File: config.mk
export PLATFORM = sky130hd
export DESIGN_NAME = spi_slave_shifter
export DESIGN_NICKNAME = d
export VERILOG_FILES = /design/src/rtl/spi_pkg.sv /design/src/rtl/spi_sync.sv /design/src/rtl/spi_slave_shifter.sv
export SDC_FILE = /design/constraint.sdc
export NUM_CORES = 1
export LEC_CHECK = 0
export ABC_AREA = 1
export CAP_MARGIN = 20
export CORE_UTILIZATION = 58
export DETAILED_ROUTE_END_ITERATION = 10
export PLACE_DENSITY = 0.84
export SLEW_MARGIN = 20
export SYNTH_ARGS = -nofsm -noshare
export SYNTH_HDL_FRONTEND = slang
export SYNTH_SLANG_ARGS = --single-unit
File: constraint.sdc
create_clock -name clk -period 2.6 [get_ports clk]
set_input_delay 0.52 -clock clk [delete_from_list [all_inputs] [get_ports clk]]
set_output_delay 0.52 -clock clk [all_outputs]
set_load 0.05 [all_outputs]
File: src/rtl/spi_pkg.sv
// Shared types and constants for the SPI slave shifter and its synchronizers.
package spi_pkg;

    localparam int DATA_W      = 8;
    localparam int SYNC_STAGES = 2;

    typedef enum logic {
        IDLE   = 1'b0,
        ACTIVE = 1'b1
    } state_t;

    // Advance a byte-wide shift register by one bit in the selected direction.
    // MSB-first moves bits toward the MSB and inserts at bit 0; LSB-first moves
    // them toward the LSB and inserts at the MSB.
    function automatic logic [DATA_W-1:0] shift_one(
        input logic [DATA_W-1:0] value,
        input logic              lsb_first,
        input logic              fill
    );
        if (lsb_first)
            return {fill, value[DATA_W-1:1]};
        else
            return {value[DATA_W-2:0], fill};
    endfunction

endpackage

File: src/rtl/spi_sync.sv
// Flop-chain synchronizer for one asynchronous input, with a configurable
// reset value so idle levels are presented while in reset.
module spi_sync #(
    parameter int   STAGES  = 2,
    parameter logic RST_VAL = 1'b0
) (
    input  logic clk,
    input  logic rst_n,
    input  logic d,
    output logic q
);

    logic [STAGES-1:0] chain_reg;
    logic [STAGES-1:0] chain_next;

    generate
        for (genvar gi = 0; gi < STAGES; gi++) begin : g_stage
            if (gi == 0) begin : g_first
                assign chain_next[gi] = d;
            end else begin : g_rest
                assign chain_next[gi] = chain_reg[gi-1];
            end
        end
    endgenerate

    // Shift the input through the chain every clock.
    always_ff @(posedge clk or negedge rst_n) begin
        if (!rst_n)
            chain_reg <= {STAGES{RST_VAL}};
        else
            chain_reg <= chain_next;
    end

    assign q = chain_reg[STAGES-1];

endmodule

File: src/rtl/spi_slave_shifter.sv
// SPI slave byte shifter: oversamples SCK/SS/MOSI in the clk domain, shifts a
// transmit byte out on MISO and assembles received bytes with SPIF/OVRF flags.
module spi_slave_shifter
    import spi_pkg::*;
(
    input  logic              clk,
    input  logic              rst_n,
    input  logic              SPE,
    input  logic              CPOL,
    input  logic              CPHA,
    input  logic              LSBFE,
    input  logic              SCK_in,
    input  logic              SS_slave,
    input  logic              Data_in,
    output logic              Data_out,
    input  logic [DATA_W-1:0] tx_data,
    input  logic              tx_load,
    output logic              tx_ready,
    output logic [DATA_W-1:0] rx_data,
    output logic              SPIF,
    input  logic              spif_clr,
    output logic              OVRF,
    output logic              busy
);

    logic sck_s, ss_s, din_s;

    spi_sync #(.STAGES(SYNC_STAGES), .RST_VAL(1'b0)) u_sync_sck (
        .clk(clk), .rst_n(rst_n), .d(SCK_in), .q(sck_s));
    spi_sync #(.STAGES(SYNC_STAGES), .RST_VAL(1'b1)) u_sync_ss (
        .clk(clk), .rst_n(rst_n), .d(SS_slave), .q(ss_s));
    spi_sync #(.STAGES(SYNC_STAGES), .RST_VAL(1'b0)) u_sync_din (
        .clk(clk), .rst_n(rst_n), .d(Data_in), .q(din_s));

    state_t            state_reg, state_next;
    logic              sck_d_reg, ss_d_reg;
    logic              cpol_reg, cpha_reg, lsbfe_reg;
    logic [2:0]        bit_cnt_reg;
    logic [DATA_W-1:0] tx_shift_reg, rx_shift_reg, tx_buf_reg, rx_data_reg;
    logic              tx_ready_reg, spif_reg, ovrf_reg, done_reg;

    logic              sck_rise, sck_fall, lead_edge, trail_edge;
    logic              sample_edge, shift_edge, ss_fall;
    logic              start, active_run, last_sample, byte_start;
    logic [DATA_W-1:0] load_value;

    // Edge classification uses the mode captured at frame start.
    assign sck_rise    = sck_s & ~sck_d_reg;
    assign sck_fall    = ~sck_s & sck_d_reg;
    assign lead_edge   = cpol_reg ? sck_fall : sck_rise;
    assign trail_edge  = cpol_reg ? sck_rise : sck_fall;
    assign sample_edge = cpha_reg ? trail_edge : lead_edge;
    assign shift_edge  = cpha_reg ? lead_edge : trail_edge;
    assign ss_fall     = ss_d_reg & ~ss_s;

    assign start       = (state_reg == IDLE) && ss_fall && SPE;
    assign active_run  = (state_reg == ACTIVE) && SPE && !ss_s;
    assign last_sample = active_run && sample_edge && (bit_cnt_reg == 3'd7);
    assign byte_start  = start || last_sample;
    assign load_value  = tx_ready_reg ? '0 : tx_buf_reg;

    // Next-state logic: enter on SS fall, leave on SS rise or SPE drop.
    always_comb begin
        state_next = state_reg;
        case (state_reg)
            IDLE:    if (start) state_next = ACTIVE;
            ACTIVE:  if (!SPE || ss_s) state_next = IDLE;
            default: state_next = IDLE;
        endcase
    end

    // State register.
    always_ff @(posedge clk or negedge rst_n) begin
        if (!rst_n)
            state_reg <= IDLE;
        else
            state_reg <= state_next;
    end

    // Edge-detect history, mode capture, bit counter and shift registers.
    // A shift edge with the counter at 0 arrives before this byte's first
    // sample: with CPHA=1 that is the first leading edge, with CPHA=0 it is the
    // trailing edge that follows a byte boundary. Either way the freshly loaded
    // bit 0 must stay on the line, so the shift is suppressed.
    always_ff @(posedge clk or negedge rst_n) begin
        if (!rst_n) begin
            sck_d_reg    <= 1'b0;
            ss_d_reg     <= 1'b1;
            cpol_reg     <= 1'b0;
            cpha_reg     <= 1'b0;
            lsbfe_reg    <= 1'b0;
            bit_cnt_reg  <= 3'd0;
            tx_shift_reg <= '0;
            rx_shift_reg <= '0;
            done_reg     <= 1'b0;
        end else begin
            sck_d_reg <= sck_s;
            ss_d_reg  <= ss_s;
            done_reg  <= 1'b0;
            if (start) begin
                cpol_reg     <= CPOL;
                cpha_reg     <= CPHA;
                lsbfe_reg    <= LSBFE;
                bit_cnt_reg  <= 3'd0;
                tx_shift_reg <= load_value;
            end else if (state_reg == ACTIVE) begin
                if (!active_run) begin
                    bit_cnt_reg <= 3'd0;
                end else if (sample_edge) begin
                    rx_shift_reg <= shift_one(rx_shift_reg, lsbfe_reg, din_s);
                    bit_cnt_reg  <= bit_cnt_reg + 3'd1;
                    if (last_sample) begin
                        done_reg     <= 1'b1;
                        tx_shift_reg <= load_value;
                    end
                end else if (shift_edge && (bit_cnt_reg != 3'd0)) begin
                    tx_shift_reg <= shift_one(tx_shift_reg, lsbfe_reg, 1'b0);
                end
            end
        end
    end

    // Transmit buffer: writes accepted only when empty; byte start empties it.
    always_ff @(posedge clk or negedge rst_n) begin
        if (!rst_n) begin
            tx_buf_reg   <= '0;
            tx_ready_reg <= 1'b1;
        end else begin
            if (byte_start)
                tx_ready_reg <= 1'b1;
            if (tx_load && tx_ready_reg) begin
                tx_buf_reg   <= tx_data;
                tx_ready_reg <= 1'b0;
            end
        end
    end

    // Completion flags: a byte finishing while SPIF is still pending (and not
    // being cleared this cycle) is dropped and flagged as an overrun.
    always_ff @(posedge clk or negedge rst_n) begin
        if (!rst_n) begin
            rx_data_reg <= '0;
            spif_reg    <= 1'b0;
            ovrf_reg    <= 1'b0;
        end else if (done_reg) begin
            if (spif_reg && !spif_clr) begin
                ovrf_reg <= 1'b1;
            end else begin
                rx_data_reg <= rx_shift_reg;
                spif_reg    <= 1'b1;
                if (spif_clr)
                    ovrf_reg <= 1'b0;
            end
        end else if (spif_clr) begin
            spif_reg <= 1'b0;
            ovrf_reg <= 1'b0;
        end
    end

    assign busy     = (state_reg == ACTIVE);
    assign Data_out = busy ? (lsbfe_reg ? tx_shift_reg[0] : tx_shift_reg[DATA_W-1]) : 1'b0;
    assign tx_ready = tx_ready_reg;
    assign rx_data  = rx_data_reg;
    assign SPIF     = spif_reg;
    assign OVRF     = ovrf_reg;

endmodule

# After elaboration in Yosys (flattened, before gate mapping)
# Cells that the tools add are included.
[classes]
n_mux = 35
n_reduce_logical = 25
n_div = 0
n_bitwise = 9
multipliers = 0
order_cmp = 0
add_sub_neg = 1
shifts = 0
eq_ne = 4
[op_table]
columns = ["operator", "n"]
rows = [
  ["two-way mux 8 bit", 9],
  ["two-way mux 1 bit", 21],
  ["two-way mux 3 bit", 4],
  ["logical AND 1 bit", 9],
  ["AND reduction 4 bit", 2],
  ["nonzero test 2 bit", 4],
  ["inverter 1 bit", 6],
  ["AND reduction 2 bit", 3],
  ["nonzero test 3 bit", 2],
  ["adder 3 x 1 -> 3 bit, second input constant", 1],
  ["bitwise AND 1 bit", 3],
  ["equality test 3 bit, second input constant", 1],
  ["logical NOT 1 bit", 3],
  ["!= test 3 x 1 -> 1 bit, second input constant", 1],
  ["!= test 3 bit, second input constant", 1],
  ["logical OR 1 bit", 2],
  ["!= test 2 bit, second input constant", 1],
  ["one-hot mux 1 bit (2 select lines)", 1],
]
[totals]
input_bits = 19
mem_count = 0
ramBits = 0
output_inout_bits = 13
romBits = 0
register_bits = 51
latchBits = 0

# Logic depth before layout (Yosys ltp)
# Gate-level depths: netlist of run 1.
[logic_depth]
depth_word = 11
depth_mapped = 10

# Modules after synthesis
# Synthesis of run 1 repeated with hierarchy kept, for this count alone.
[unflattened]
hier_cells = 272
area_unflattened_um2 = 2372.3
[by_module_without_submodules]
columns = ["module", "instances", "area_per_inst_um2", "cells_per_inst", "seq_area_each_um2"]
rows = [
  ["spi_slave_shifter", 1, 2219.6, 266, 1128.6],
  ["spi_sync (u_sync_din ...)", 2, 50.0, 2, 50.0],
  ["spi_sync (u_sync_ss)", 1, 52.6, 2, 52.6],
]

# Worst setup path before layout of run 1
# No wires, ideal clock.
[synth_path]
path_kind = "register -> output"
from = "register lsbfe_reg"
to = "output Data_out"
t_required_ns = 2.080
path_slack_ns = 0.487
n_path_buf = 2
arrival_time_ns = 1.593
path_stages_with_launch = 5
cell_sequence = "dfrtp_1 -> buf_2 -> buf_2 -> o21ai_0 -> nor2_1"
[synth_via]
elab_chain_len = 2
[synth_rtl]
columns = ["item", "line", "rtl"]
rows = [
  ["from (decl)", "spi_slave_shifter.sv:37", "logic cpol_reg, cpha_reg, lsbfe_reg;"],
  ["from (signal assigned)", "spi_slave_shifter.sv:91", "lsbfe_reg <= 1'b0;"],
  ["from (signal assigned)", "spi_slave_shifter.sv:103", "lsbfe_reg <= LSBFE;"],
  ["two-way mux 1 bit (2 in a row)", "spi_slave_shifter.sv:161", "assign Data_out = busy ? (lsbfe_reg ? tx_shift_reg[0] : tx_shift_reg[DATA_W-1]) : 1'b0;"],
  ["to (decl)", "spi_slave_shifter.sv:15", "output logic Data_out,"],
]
# Every way passes these cells.

# Worst setup path in the final report of run 1
[layout_path]
from = "register tx_ready_reg, in the netlist tx_ready"
to = "output tx_ready"
[layout_rtl]
columns = ["item", "line", "rtl"]
rows = [
  ["from (decl)", "spi_slave_shifter.sv:40", "logic tx_ready_reg, spif_reg, ovrf_reg, done_reg;"],
  ["from (signal assigned)", "spi_slave_shifter.sv:127", "tx_ready_reg <= 1'b1;"],
  ["from (signal assigned)", "spi_slave_shifter.sv:130", "tx_ready_reg <= 1'b1;"],
  ["from (signal assigned)", "spi_slave_shifter.sv:133", "tx_ready_reg <= 1'b0;"],
  ["to (decl)", "spi_slave_shifter.sv:18", "output logic tx_ready,"],
]
# No word-level cell between the ends.

==> results of run 1 <==
routing by layer:
layer | part of all wire | vias up | wire (microns) | global-route usage
li1 | - | 939 | - | -
met1 | 0.47 | 851 | 2000 | 0.308
met2 | 0.48 | 52 | 2030 | 0.378
met3 | 0.043 | 5 | 185 | 0.0603
met4 | 0.011 | 0 | 47 | 0.0652
met5 | 0 | - | 0 | 0
kinds of logic (layout without fill, tap and decap cells):
family | after synthesis | in the layout
adder cells (fa/ha/maj) | 3 | 3
multiplexers | 6 | 6
flip-flops | 51 | 51
AO/OA/AOI/OAI | 33 | 33
buffers and inverters | 41 | 77
AND/OR/NAND/NOR | 138 | 138
cells in the final DEF, fill, tap and decap left out:
| master | netlist | layout |
|---|---|---|
| a21oi_1 | 1 | 1 |
| a31oi_1 | 1 | 1 |
| buf_2 | 2 | 1 |
| buf_4 | 0 | 5 |
| clkbuf_1 | 2 | 1 |
| clkbuf_8 | 0 | 5 |
| clkdlybuf4s50_1 | 0 | 29 |
| clkinv_2 | 0 | 1 |
| clkinvlp_4 | 0 | 1 |
| dfrtp_1 | 47 | 47 |
| dfstp_2 | 4 | 4 |
| ha_1 | 3 | 3 |
| inv_1 | 31 | 31 |
| inv_2 | 3 | 3 |
| mux2i_1 | 6 | 6 |
| nand2_1 | 93 | 93 |
| nand2_4 | 3 | 3 |
| nand3_1 | 23 | 23 |
| nand3_2 | 2 | 2 |
| nand3_4 | 1 | 1 |
| nand4_1 | 3 | 3 |
| nor2_1 | 10 | 10 |
| nor2_2 | 2 | 2 |
| nor2_4 | 1 | 1 |
| o211ai_1 | 8 | 8 |
| o21ai_0 | 22 | 22 |
| o22ai_1 | 1 | 1 |
power groups by stage:
stage | sequential, W | clock [W] | combinational (W)
floorplan | 0.00112 | 0 | 0.000474
global placement | 0.00113 | 0 | 0.000630
detailed placement | 0.00114 | 0 | 0.000644
CTS | 0.00112 | 0.000448 | 0.000649
global route | 0.00115 | 0.000483 | 0.000753
finish | 0.00113 | 0.000440 | 0.000647
per-stage QoR:
stage / total power (W) / instances
after floorplan: 0.00160 / 272
after global placement: 0.00176 / 348
after detailed placement: 0.00178 / 348
after CTS: 0.00222 / 356
after global routing: 0.00239 / 356
final: 0.00221 / 356
area by class of cell:
| type | count | area [sq um] | share of cell area |
|---|---|---|---|
| Sequential cell | 51 | 1280 | 0.460 |
| Timing Repair Buffer | 35 | 333 | 0.119 |
| Inverter | 34 | 128 | 0.0458 |
| Clock inverter | 2 | 12.5 | 0.00449 |
| Multi-Input combinational cell | 180 | 901 | 0.323 |
| Clock buffer | 6 | 72.6 | 0.0260 |
| Tap cell | 48 | 60.1 | 0.0215 |
worst max path at each step:
stage | endpoint | startpoint | cells past startpoint
2_1_floorplan | Data_out | lsbfe_reg$_DFFE_PN0P_ | 4
3_3_place_gp | tx_shift_reg[3]$_DFFE_PN0P_ | SPE | 7
3_5_place_dp | tx_shift_reg[3]$_DFFE_PN0P_ | SPE | 7
4_1_cts | tx_ready | tx_ready$_DFFE_PN1P_ | 1
5_1_grt | tx_ready | tx_ready$_DFFE_PN1P_ | 1
6_report | tx_ready | tx_ready$_DFFE_PN1P_ | 1
==> summary.txt, run 1 <==
Timing
  – Fin Setup TNS: 0 ps
  – Final hold vios: 0
  – Final Max Slew Viols: 0
  – Rel. slew slack: 0.596
  – Hold_ws: a little under 300 ps
  – Worst Clk Skew: slightly below 8 ps
  – Highest clock rate: ~0.45 GHz
  – Setup ws final: ~390 ps
  – # setup viols final: 0
  – Tcrit/Tclk final: 0.850
  – Final min period: about 2200 ps
  – RSZ-0062 raised after global routing: no
  – Slew @ Worst Pin: 606 ps

Route
  – Vias after detailed routing: ~1.8k
  – Final wirelength: 4260 microns
  – DRT antenna net count: 0
  – Avg Vias per Cell: 5.19
  – WL/cell: roughly 12 microns
  – DRT iter0 DRCs: approximately 160
  – # DRC: 0
  – Detailed Routing Iterations Pass 1: 4

Cells and area
  – Post-layout nets: ~330
  – Synth-to-Final Area Change: 18.1%
  – Antenna diode count: 0
  – Final Cell Area: 2790 sq um
  – Utilization after layout: 0.739
  – Layout cells sized above 1: 0.0942
  – FILL cells: 278

Die
  – Placeable Area: 3770 sq um
  – Die width: approximately 66 microns
  – Die area: ~4300 sq um
  – Starting Density: 0.626
  – IO Count: 32
  – # rows: 22
  – Die Height: around 66 microns

Placement
  – GP Congestion: 0.888
  – Port Buf Inserts: 31
  – Worst slack, placed: roughly 470 ps
  – Dpl hpwl: roughly 3100 microns
  – Post-DP Area: 2700 sq um

Yosys
  – FFs w/ async S/R, synth: 1.00
  – Syn Nets: between 200 and 300
  – Top cells by count, synth: nand2_1, dfrtp_1, inv_1
  – #FFs+latches synth: 51
  – Area leader, netlist: dfrtp_1
  – Post-synthesis cell type count: 23
  – Share of the synthesized area in the top cell type: 0.498
  – Main flop type after synthesis: dfrtp_1
  – Number of enable flip-flop cells after synthesis: 0
  – Synth Area in Adders: 0.0159
  – Cell Area, Synth: 2360 sq um
  – Synth Area in Compound Gates: 0.0795
  – Top-count cell post-synth: nand2_1
  – Synth top area cells: dfrtp_1, nand2_1, inv_1
  – Xor and xnor area share after synthesis: 0
  – Mapped Cells: between 200 and 300
  – Synth warn: 0
  – Post-Synth Simple-Gate Area: 0.261
  – Post-synthesis mux area share: 0.0254
  – Avg Cell Area, Syn: roughly 8.7 sq um
  – Largest family of logic cells by synthesized area: simple AND/OR/NAND/NOR gates
  – Post-synthesis sequential area ratio: 0.543

Clock network
  – Reg clk slew, reported paths: ~90 ps
  – CTS sink cnt: about 50
  – CTS max path bufs: 2
  – CTS Buf Count: 5
  – H-tree depth: 2
  – Worst skew pair latency: around 300 ps
  – Hold buffers post-CTS: 0
  – CTS tree: done
  – Post-CTS Resized: 0
  – CTS Root Cell: clkbuf_8
  – Post-CTS setup buffers: 0

Power and ir drop
  – Internal: 0.00142 W
  – Clock power frac: 0.199
  – LEAKAGE: roughly 1.4 nW
  – P_sw: between 0.0007 and 0.0008 W
  – Comb power frac: 0.292
  – Peak VDD IR: a little over 0.5 mV
  – Sequential share of power: 0.509
  – P per Cell Area: ~790 nW/um^2
  – Switching fraction of total power: 0.359

Critical path
  – Delay-heaviest family, CP: buffers and inverters
  – Critical path capture point type: primary output
  – Slowest CP cell: clkdlybuf4s50_1
  – R2R setup slack: 980 ps
  – WS Path Type: flop to primary output
  – Worst r2r path cells: 6
  – Worst reg2reg startpoint: ss_d_reg$_DFF_PN1_
  – CP startpoint kind: flop
  – CP peak stage delay: 810 ps
  – Crit path required time: 2080 ps
  – Worst EP arrival: 1690 ps
  – Reg-to-reg endpoint: tx_shift_reg[3]$_DFFE_PN0P_
  – CP bufs+invs: 1
  – CP cell instances: clkdlybuf4s50_1
  – Crit path max fanout: 5

Global routing
  – Vias in the first global route: 1676
  – Global route total overflow: 0
  – Antenna violations before repair: 0
  – Total GRT Usage: 0.233
  – First-pass GRT wire length: between 7000 and 8000 microns
  – Largest net degree at the start of global routing: 52

Run
  – Max-cap violations: 0

Run status
  – Status: completed

Worst hold path
  – Hold WC Path Type: input port to async pin
No activity file was read; power rests on OpenSTA's default activity.
==> inputs of run 2 (changes only) <==
--- a/config.mk
+++ b/config.mk
@@ -7,9 +7,10 @@
 export LEC_CHECK = 0
 export ABC_AREA = 1
 export CAP_MARGIN = 20
-export CORE_UTILIZATION = 58
+export CORE_MARGIN = 2
+export CORE_UTILIZATION = 45
 export DETAILED_ROUTE_END_ITERATION = 10
-export PLACE_DENSITY = 0.84
+export PLACE_DENSITY = 0.67
 export SLEW_MARGIN = 20
 export SYNTH_ARGS = -nofsm -noshare
 export SYNTH_HDL_FRONTEND = slang
==> constraint.sdc (replaced) <==
create_clock -name clk -period 2.2 [get_ports clk]
set_input_delay 0.44 -clock clk [delete_from_list [all_inputs] [get_ports clk]]
set_output_delay 0.44 -clock clk [all_outputs]
set_load 0.05 [all_outputs]
==> run 2 against run 1 <==
Effect of this change:
- global-route usage fell by 6.3 points
- total power rose by 19%
- clock power rose by 28%
- cell area rose by 2.7%
- critical path type unchanged
- final cell count rose by 7.0%
==> summary.txt, run 2 (same netlist as run 1, synthesis figures left out) <==
Cells and area
  – Final Cell Area: 2860 sq um (was 2790 sq um)
  – Antenna diode count: 0 (unchanged)
  – Commonest non-fill, non-tap cell in the layout: nand2_1 (unchanged)
  – Non-Filler Instances: 381 (was 356)
  – Post-layout nets: 332 (was 329)
  – Synth-to-Final Area Change: 21.3% (was 18.1%)
  – Register area: 1280 sq um (unchanged)
  – Most frequent cells in the layout: nand2_1, dfrtp_1, inv_1, clkdlybuf4s50_1, nand3_1 (unchanged)
  – FILL cells: 507 (was 278)
  – Layout cells sized above 1: 0.106 (was 0.0942)
  – Multi-input gate area: 901 sq um (unchanged)

Clock network
  – Worst skew pair latency: 310 ps (was 300 ps)
  – CTS tree: done (unchanged)
  – CTS Buf Count: 5 (unchanged)
  – CTS max path bufs: 2 (unchanged)
  – Post-CTS Resized: 0 (unchanged)
  – H-tree depth: 2 (unchanged)
  – Hold buffers post-CTS: 0 (unchanged)
  – Post-CTS setup buffers: 0 (unchanged)
  – CTS Root Cell: clkbuf_8 (unchanged)
  – CTS sink cnt: 51 (unchanged)
  – Reg clk slew, reported paths: 90 ps (about the same)

Critical path
  – WS Path Type: flop to primary output (unchanged)
  – Worst EP arrival: 1680 ps (was 1690 ps)
  – CP startpoint kind: flop (unchanged)
  – Crit path max fanout: 5 (unchanged)
  – Slowest CP cell: clkdlybuf4s50_1 (unchanged)
  – CP peak stage delay: 810 ps (about the same)
  – Delay-heaviest family, CP: buffers and inverters (unchanged)
  – Crit path required time: 1760 ps (was 2080 ps)
  – Critical path capture point type: primary output (unchanged)
  – CP cell instances: clkdlybuf4s50_1 (unchanged)
  – CP bufs+invs: 1 (unchanged)

Placement
  – GP Congestion: 0.889 (was 0.888)
  – Worst slack, placed: 201 ps (was 466 ps)
  – Dpl hpwl: 3200 microns (was 3130 microns)
  – Post-placement cell count: 373 (was 348)
  – Post-DP Area: 2770 sq um (was 2700 sq um)
  – Port Buf Inserts: 31 (unchanged)

Route
  – Final wirelength: 4190 microns (was 4260 microns)
  – DRT antenna net count: 0 (unchanged)
  – WL/cell: 11.0 microns (was 12.0 microns)
  – Vias after detailed routing: 1815 (was 1847)
  – Max Used Layer: met4 (unchanged)
  – Avg Vias per Cell: 4.76 (was 5.19)
  – Metal-1 WL: 1910 microns (was 2000 microns)
  – # DRC: 0 (unchanged)
  – Met2 Routed Length: 2040 microns (was 2030 microns)
  – Detailed Routing Iterations Pass 1: 4 (unchanged)
  – Met3 wire length: 184 microns (was 185 microns)
  – DRT iter0 DRCs: 96 (was 158)

Timing
  – Highest clock rate: 0.472 GHz
  – Final hold vios: 0 (unchanged)
  – Hold_ws: 90.9 ps (was 295 ps)
  – Rel. slew slack: 0.651 (was 0.596)
  – Fin Setup TNS: 0 ps (unchanged)
  – RSZ-0062 raised after global routing: no (unchanged)
  – Final Max Slew Viols: 0 (unchanged)
  – Final min period: approximately 2100 ps
  – # setup viols final: 0 (unchanged)
  – Slew @ Worst Pin: 523 ps (was 606 ps)
  – Worst Clk Skew: 8.66 ps (was 7.91 ps)
  – Tcrit/Tclk final: 0.963
  – Setup ws final: 80.3 ps (was 390 ps)

Power and ir drop
  – Peak VDD IR: 0.482 mV (was 0.509 mV)
  – LEAKAGE: 1.45 nW (was 1.42 nW)
  – P per Cell Area: 923 nW/um^2 (was 794 nW/um^2)

Global routing
  – Total GRT Usage: 0.169 (was 0.233)
  – Largest net degree at the start of global routing: 25 (was 52)
  – First-pass GRT wire length: 7970 microns (was 7500 microns)
  – Global route total overflow: 0 (unchanged)
  – Antenna violations before repair: 0 (unchanged)
  – Vias in the first global route: 1835 (was 1676)

Die
  – IO Count: 32 (unchanged)
  – Die Height: 76.4 microns (was 65.8 microns)
  – Die width: 76.4 microns (was 65.8 microns)
  – Starting Density: 0.465 (was 0.626)
  – # rows: 26 (was 22)
  – Die area: 5840 sq um (was 4330 sq um)
  – Placeable Area: 5070 sq um (was 3770 sq um)

Run status
  – Status: completed (unchanged)

Worst hold path
  – Hold WC Path Type: input port to async pin (unchanged)

Run
  – Max-cap violations: 0 (unchanged)
-- run 2: layout make-up --
cell class	count	share of cell area
tap	70	0.0306
sequential	51	0.447
clock inverter	2	0.00568
clock buffer	6	0.0288
multi-input combinational	180	0.315
timing repair buffer	38	0.128
inverter	34	0.0446
-- run 2: worst paths after layout --
kind                                              startpoint  cells after the start  slack [ps]                                 to
setup / recovery                        tx_ready$_DFFE_PN1P_                      1          80                           tx_ready
hold / removal                                         rst_n                      1          90                     OVRF$_DFF_PN0_
setup reg to reg           u_sync_sck.chain_reg[1]$_DFF_PN0_                      9         640        tx_shift_reg[0]$_DFFE_PN0P_
hold reg to reg            u_sync_sck.chain_reg[0]$_DFF_PN0_                      0         360  u_sync_sck.chain_reg[1]$_DFF_PN0_
max in group asynchronous                              rst_n                      2        1430               tx_ready$_DFFE_PN1P_
min in group clk           u_sync_sck.chain_reg[0]$_DFF_PN0_                      0         360  u_sync_sck.chain_reg[1]$_DFF_PN0_
-- run 2: where the power goes --
group	internal [W]	switching, W	leakage, nW
combinational	0.000289	0.000466	0.762
sequential	0.00117	0.000152	0.637
clock	0.000257	0.000309	0.0474
-- run 2: per-stage QoR --
stage                      util  total power, W
final                     0.564         0.00264
after floorplan               -         0.00189
after global routing      0.564         0.00288
after CTS                 0.564         0.00268
after global placement    0.545         0.00209
after detailed placement  0.545         0.00210
-- run 2: layer usage --
layer  vias up  track usage
li1        939            -
met1       830        0.210
met2        38        0.287
met3         8       0.0438
met4         0       0.0600
met5         -            0
==> edit 1 (config.mk and constraints of run 2) <==
`RST_VAL`: 1'b1 -> 1'b0.
--- a/src/rtl/spi_slave_shifter.sv
+++ b/src/rtl/spi_slave_shifter.sv
@@ -29,3 +29,3 @@
         .clk(clk), .rst_n(rst_n), .d(SCK_in), .q(sck_s));
-    spi_sync #(.STAGES(SYNC_STAGES), .RST_VAL(1'b1)) u_sync_ss (
+    spi_sync #(.STAGES(SYNC_STAGES), .RST_VAL(1'b0)) u_sync_ss (
         .clk(clk), .rst_n(rst_n), .d(SS_slave), .q(ss_s));
Function: changed (Yosys sat finds a counterexample within 4 cycles, from zero or initial values and one cycle with rst_n low).
==> edit 1 against run 2 <==
Routed wire length increased by 3.6%; area after synthesis decreased by 0.11%; synthesized cell count unchanged; total power increased by 7.4%; final area increased by 0.31%; worst setup slack got worse by 0.0023 ns; sequential cell count unchanged; first-iteration DRC count decreased by 15%; combinational power about the same; critical path type unchanged; largest power group unchanged.
==> edit 1: results (changes against run 2) <==
RR Startpoint = busy
crit path DAT = 1.68 ns (about the same)
Worst Hold Class = primary input to async pin
total CTS buffers = 5 (unchanged)
Worst-path clk slew = 0.09 ns (about the same)
first-pass GRT wire length = 8024 um (+0.69%)
CTS Root Cell = clkbuf_8
Post-Syn Nets = 294 (unchanged)
iteration count of the initial detailed-routing pass = 4 (unchanged)
layout cells sized above 1 = 8.766% (-1.8 points)
Diodes inserted = 0 (unchanged)
DRT iter0 DRCs = 82 (-15%)
Via density = 4.823 (+1.2%)
ys async rst share = 100.0% (unchanged)
nets@finish = 329 (-0.90%)
CP Max Fanout = 5 (unchanged)
crit path launch type = flip-flop
Peak VDD IR = 498.9 uV (+3.4%)
overall routed net length = 4346 um (+3.6%)
H-tree levels = 2 (unchanged)
antenna violations before repair = 0 (unchanged)
outcome = finished clean
number of global-route vias before repair = 1748 (-4.7%)
IO buf count = 31 (unchanged)
worst-case reg-to-reg path depth = 7 (-2)
gpl congestion = 0.8613 (-3.1%)
Top Family by Delay on Critical Path = buffers and inverters
Syn. warnings = 0 (unchanged)
Slew @ Worst Pin = 0.6093 ns (+0.08648 ns)
top post-synthesis cells by area = dfrtp_1 52%, nand2_1 15%, inv_1 4.9%
Lkg Pwr = 1.452 nW (+0.41%)
Yosys cell types = 23 (unchanged)
Hold WS = 0.2295 ns (+0.1386 ns)
post-CTS setup buffer count = 0 (unchanged)
GR Util met3 = 4.028% (-0.36 points)
Clock Latency Late Sink = 0.31 ns (about the same)
largest net degree at the start of global routing = 52 (+110%)
M2 GR Usage = 27.17% (-1.5 points)
RR Endpoint = tx_shift_reg[0]
highest-delay cell along the critical path = clkdlybuf4s50_1
Seq/Total Area, Yosys = 54.22% (about the same)
reg2reg setup slack = 0.54 ns (-0.10 ns)
Max stage delay on crit path = 0.81 ns (about the same)
GRT Total Usage = 16.76% (-0.19 points)
dpl hpwl = 3018 um (-5.6%)
Post-synth top cells = 93 x nand2_1, 49 x dfrtp_1, 31 x inv_1, 23 x nand3_1, 22 x o21ai_0
Worst Skew = 0.007321 ns (-0.001341 ns)
CTS resizes = 0 (unchanged)
Longest Clk Path Bufs = 2 (unchanged)
met1 Track Usage GR = 22.72% (+1.7 points)
placed cell area = 2740 um^2 (-0.90%)
-- edit 1: layout make-up --
class	instances	area [um^2]
flip-flops and latches	51	1279
multi-input cells	180	900.9
repair buffers	35	345.3
clock buffers	6	72.57
fillers	503	2202
clock inverters	2	60.06
inverters	34	127.6
well taps	70	87.58
-- edit 1: power breakdown --
part	switching, W	internal, W	total (W)
Combinational	0.000471	0.000287	0.000757
Sequential	0.000150	0.00117	0.00132
Clock	0.000308	0.000454	0.000762
-- edit 1: layer usage --
metal  share of wire [%]  wire length, um
met5                   0                0
met4                0.35               15
met3                 5.1              221
met2                  48             2086
met1                  47             2023
-- edit 1: worst max-delay path by stage --
| stage | from | end | slack (ns) | depth (start not counted) |
|---|---|---|---|---|
| after global routing | tx_ready | tx_ready | 0.04 | 1 |
| final | tx_ready | tx_ready | 0.08 | 1 |
| after global placement | SPE | tx_shift_reg[2] | 0.16 | 8 |
| after CTS | tx_ready | tx_ready | 0.07 | 1 |
| after floorplan | lsbfe_reg | Data_out | 0.17 | 4 |
| after detailed placement | SPE | tx_shift_reg[5] | 0.17 | 8 |
-- edit 1: cell families (layout without fill, tap and decap cells) --
group / after synthesis / in the layout / synth area share, %
adders and majority gates: 3 / 3 / 1.592
DFF: 51 / 51 / 54.22
AOI/OAI and AO/OA: 33 / 33 / 7.958
buffers and inverters: 41 / 77 / 7.586
and+or+nand+nor: 138 / 138 / 26.10
muxes: 6 / 6 / 2.547
-- edit 1: through the flow --
stage	setup WS, ns	util, %	instances
6_report	0.07806	56.61	378
5_1_grt	0.03900	56.61	378
4_1_cts	0.06680	56.61	378
3_5_place_dp	0.1723	53.99	370
3_3_place_gp	0.1602	53.99	370
2_1_floorplan	0.1672	-	272
==> edit 2 (flow settings as in run 2) <==
Without the edit above. Reset style: synchronous (`rst_n`), changed in 5 clocked blocks. Comments in the files are not updated.
--- a/src/rtl/spi_sync.sv
+++ b/src/rtl/spi_sync.sv
@@ -26,3 +26,3 @@
     // Shift the input through the chain every clock.
-    always_ff @(posedge clk or negedge rst_n) begin
+    always_ff @(posedge clk) begin
         if (!rst_n)
--- a/src/rtl/spi_slave_shifter.sv
+++ b/src/rtl/spi_slave_shifter.sv
@@ -72,3 +72,3 @@
     // State register.
-    always_ff @(posedge clk or negedge rst_n) begin
+    always_ff @(posedge clk) begin
         if (!rst_n)
@@ -84,3 +84,3 @@
     // bit 0 must stay on the line, so the shift is suppressed.
-    always_ff @(posedge clk or negedge rst_n) begin
+    always_ff @(posedge clk) begin
         if (!rst_n) begin
@@ -123,3 +123,3 @@
     // Transmit buffer: writes accepted only when empty; byte start empties it.
-    always_ff @(posedge clk or negedge rst_n) begin
+    always_ff @(posedge clk) begin
         if (!rst_n) begin
@@ -139,3 +139,3 @@
     // being cleared this cycle) is dropped and flagged as an overrun.
-    always_ff @(posedge clk or negedge rst_n) begin
+    always_ff @(posedge clk) begin
         if (!rst_n) begin
Function: differs if rst_n is asserted again (counterexample within 4 cycles, from zero or initial values and one cycle with rst_n low); with rst_n held inactive, the same outputs for 10 cycles.
==> edit 2 against run 2 <==
Synthesized cell count is 21% higher; global-route usage is 0.29 points higher; worst setup slack better by 0.14 ns; routed wire length is 3.3% higher; sequential cell count stayed put; final area is 3.8% lower; area after synthesis is 3.7% lower; register-to-register slack worse by 0.02 ns; highest routed layer unchanged; first-iteration DRC count is 18% higher; die area is 3.5% lower.
Power is not compared: it rests on default switching activity, and its combinational part moved more than twofold at a synthesized area within 25%.
==> edit 2: results (changes against run 2) <==
antenna violations before repair = 0 (unchanged)
vias = 1958 (+7.9%)
ys async rst share = 0% (-100 points)
nets@finish = 383 (+15%)
Yosys cell types = 22 (-4.3%)
layout cells sized above 1 = 9.116% (-1.5 points)
dpl hpwl = 3204 um (+0.20%)
DRT iter0 DRCs = 113 (+18%)
reg2reg setup slack = 0.62 ns (-0.02 ns)
outcome = finished clean
DR top layer = met4
Post-Syn Nets = 351 (+19%)
wl on met1 = 2257 um (+18%)
average cell area after synthesis = 6.914 um^2 (-20%)
Post-synth top cells = 77 x nand2_1, 57 x nor2_1, 51 x dfxtp_1, 42 x o21ai_0, 36 x inv_1
metal2 WL = 1826 um (-10%)
Longest Clk Path Bufs = 2 (unchanged)
placed cells = 421 (+13%)
non-filler cells, final = 429 (+13%)
ys flop type = dfxtp_1
Worst Hold Class = flip-flop to flip-flop
GRT Total Usage = 17.24% (+0.29 points)
top post-synthesis cells by area = dfxtp_1 45%, nand2_1 13%, nor2_1 9.4%
iteration count of the initial detailed-routing pass = 4 (unchanged)
placed cell area = 2666 um^2 (-3.6%)
post-DR wirelength/cell = 10.10 um (-8.2%)
Fillers = 494 (-2.6%)
fin crit share = 90.02% (-6.3 points)
Worst Skew = 0.003333 ns (-0.005329 ns)
largest net degree at the start of global routing = 17 (-32%)
crit path DAT = 1.54 ns (-0.14 ns)
met3 WL = 174 um (-5.4%)
Max stage delay on crit path = 0.83 ns (+0.02 ns)
Seq/Total Area, Yosys = 44.88% (-9.4 points)
CTS resizes = 0 (unchanged)
first-pass GRT wire length = 7486 um (-6.1%)
total CTS buffers = 5 (unchanged)
number of global-route vias before repair = 1682 (-8.3%)
Setup WS pre-CTS = 0.2403 ns (+0.03881 ns)
Slew HR = 66.95% (+1.8 points)
gpl congestion = 0.8062 (-9.3%)
[edit 2: power groups by stage]
stage / registers (W) / logic, W / clock network (W)
floorplan: 0.000990 / 0.0000985 / 0
global placement: 0.000987 / 0.000161 / 0
detailed placement: 0.000988 / 0.000163 / 0
CTS: 0.000967 / 0.000164 / 0.000568
global route: 0.000970 / 0.000187 / 0.000593
finish: 0.000967 / 0.000163 / 0.000539
[edit 2: cells by family after synthesis]
kind of cell	share of synthesized area (%)
flops	44.88
simple gates	30.75
fa+ha+maj	1.650
compound gates	13.42
buf+inv	9.296
[edit 2: through the flow]
step | power (W) | hold WS [ns]
after floorplan | 0.001089 | 0.3905
after global placement | 0.001149 | 0.3972
after detailed placement | 0.001151 | 0.4000
after CTS | 0.001699 | 0.4138
after global routing | 0.001751 | 0.4378
final | 0.001668 | 0.4158
[edit 2: routing by layer]
metal	vias up	GRT usage, %
met5	-	0
met4	0	7.143
met3	6	4.016
met2	30	24.95
met1	835	24.63
li1	1087	-
[edit 2: final cells by class]
type,instances,share of cell area (%)
clock buffers,5,2.499
clock inverters,3,0.6815
inverters,41,5.588
multi-input cells,225,37.85
flip-flops and latches,51,37.07
well taps,67,3.044
repair buffers,37,13.27
[edit 2: path summary, 6_finish.rpt]
| check | startpoint | cells after the start | to |
|---|---|---|---|
| max | tx_ready | 1 | tx_ready |
| min | u_sync_din.chain_reg[0] | 2 | u_sync_din.chain_reg[1] |
| max reg2reg | sck_d_reg | 8 | rx_shift_reg[4] |
| min reg2reg | u_sync_din.chain_reg[0] | 2 | u_sync_din.chain_reg[1] |
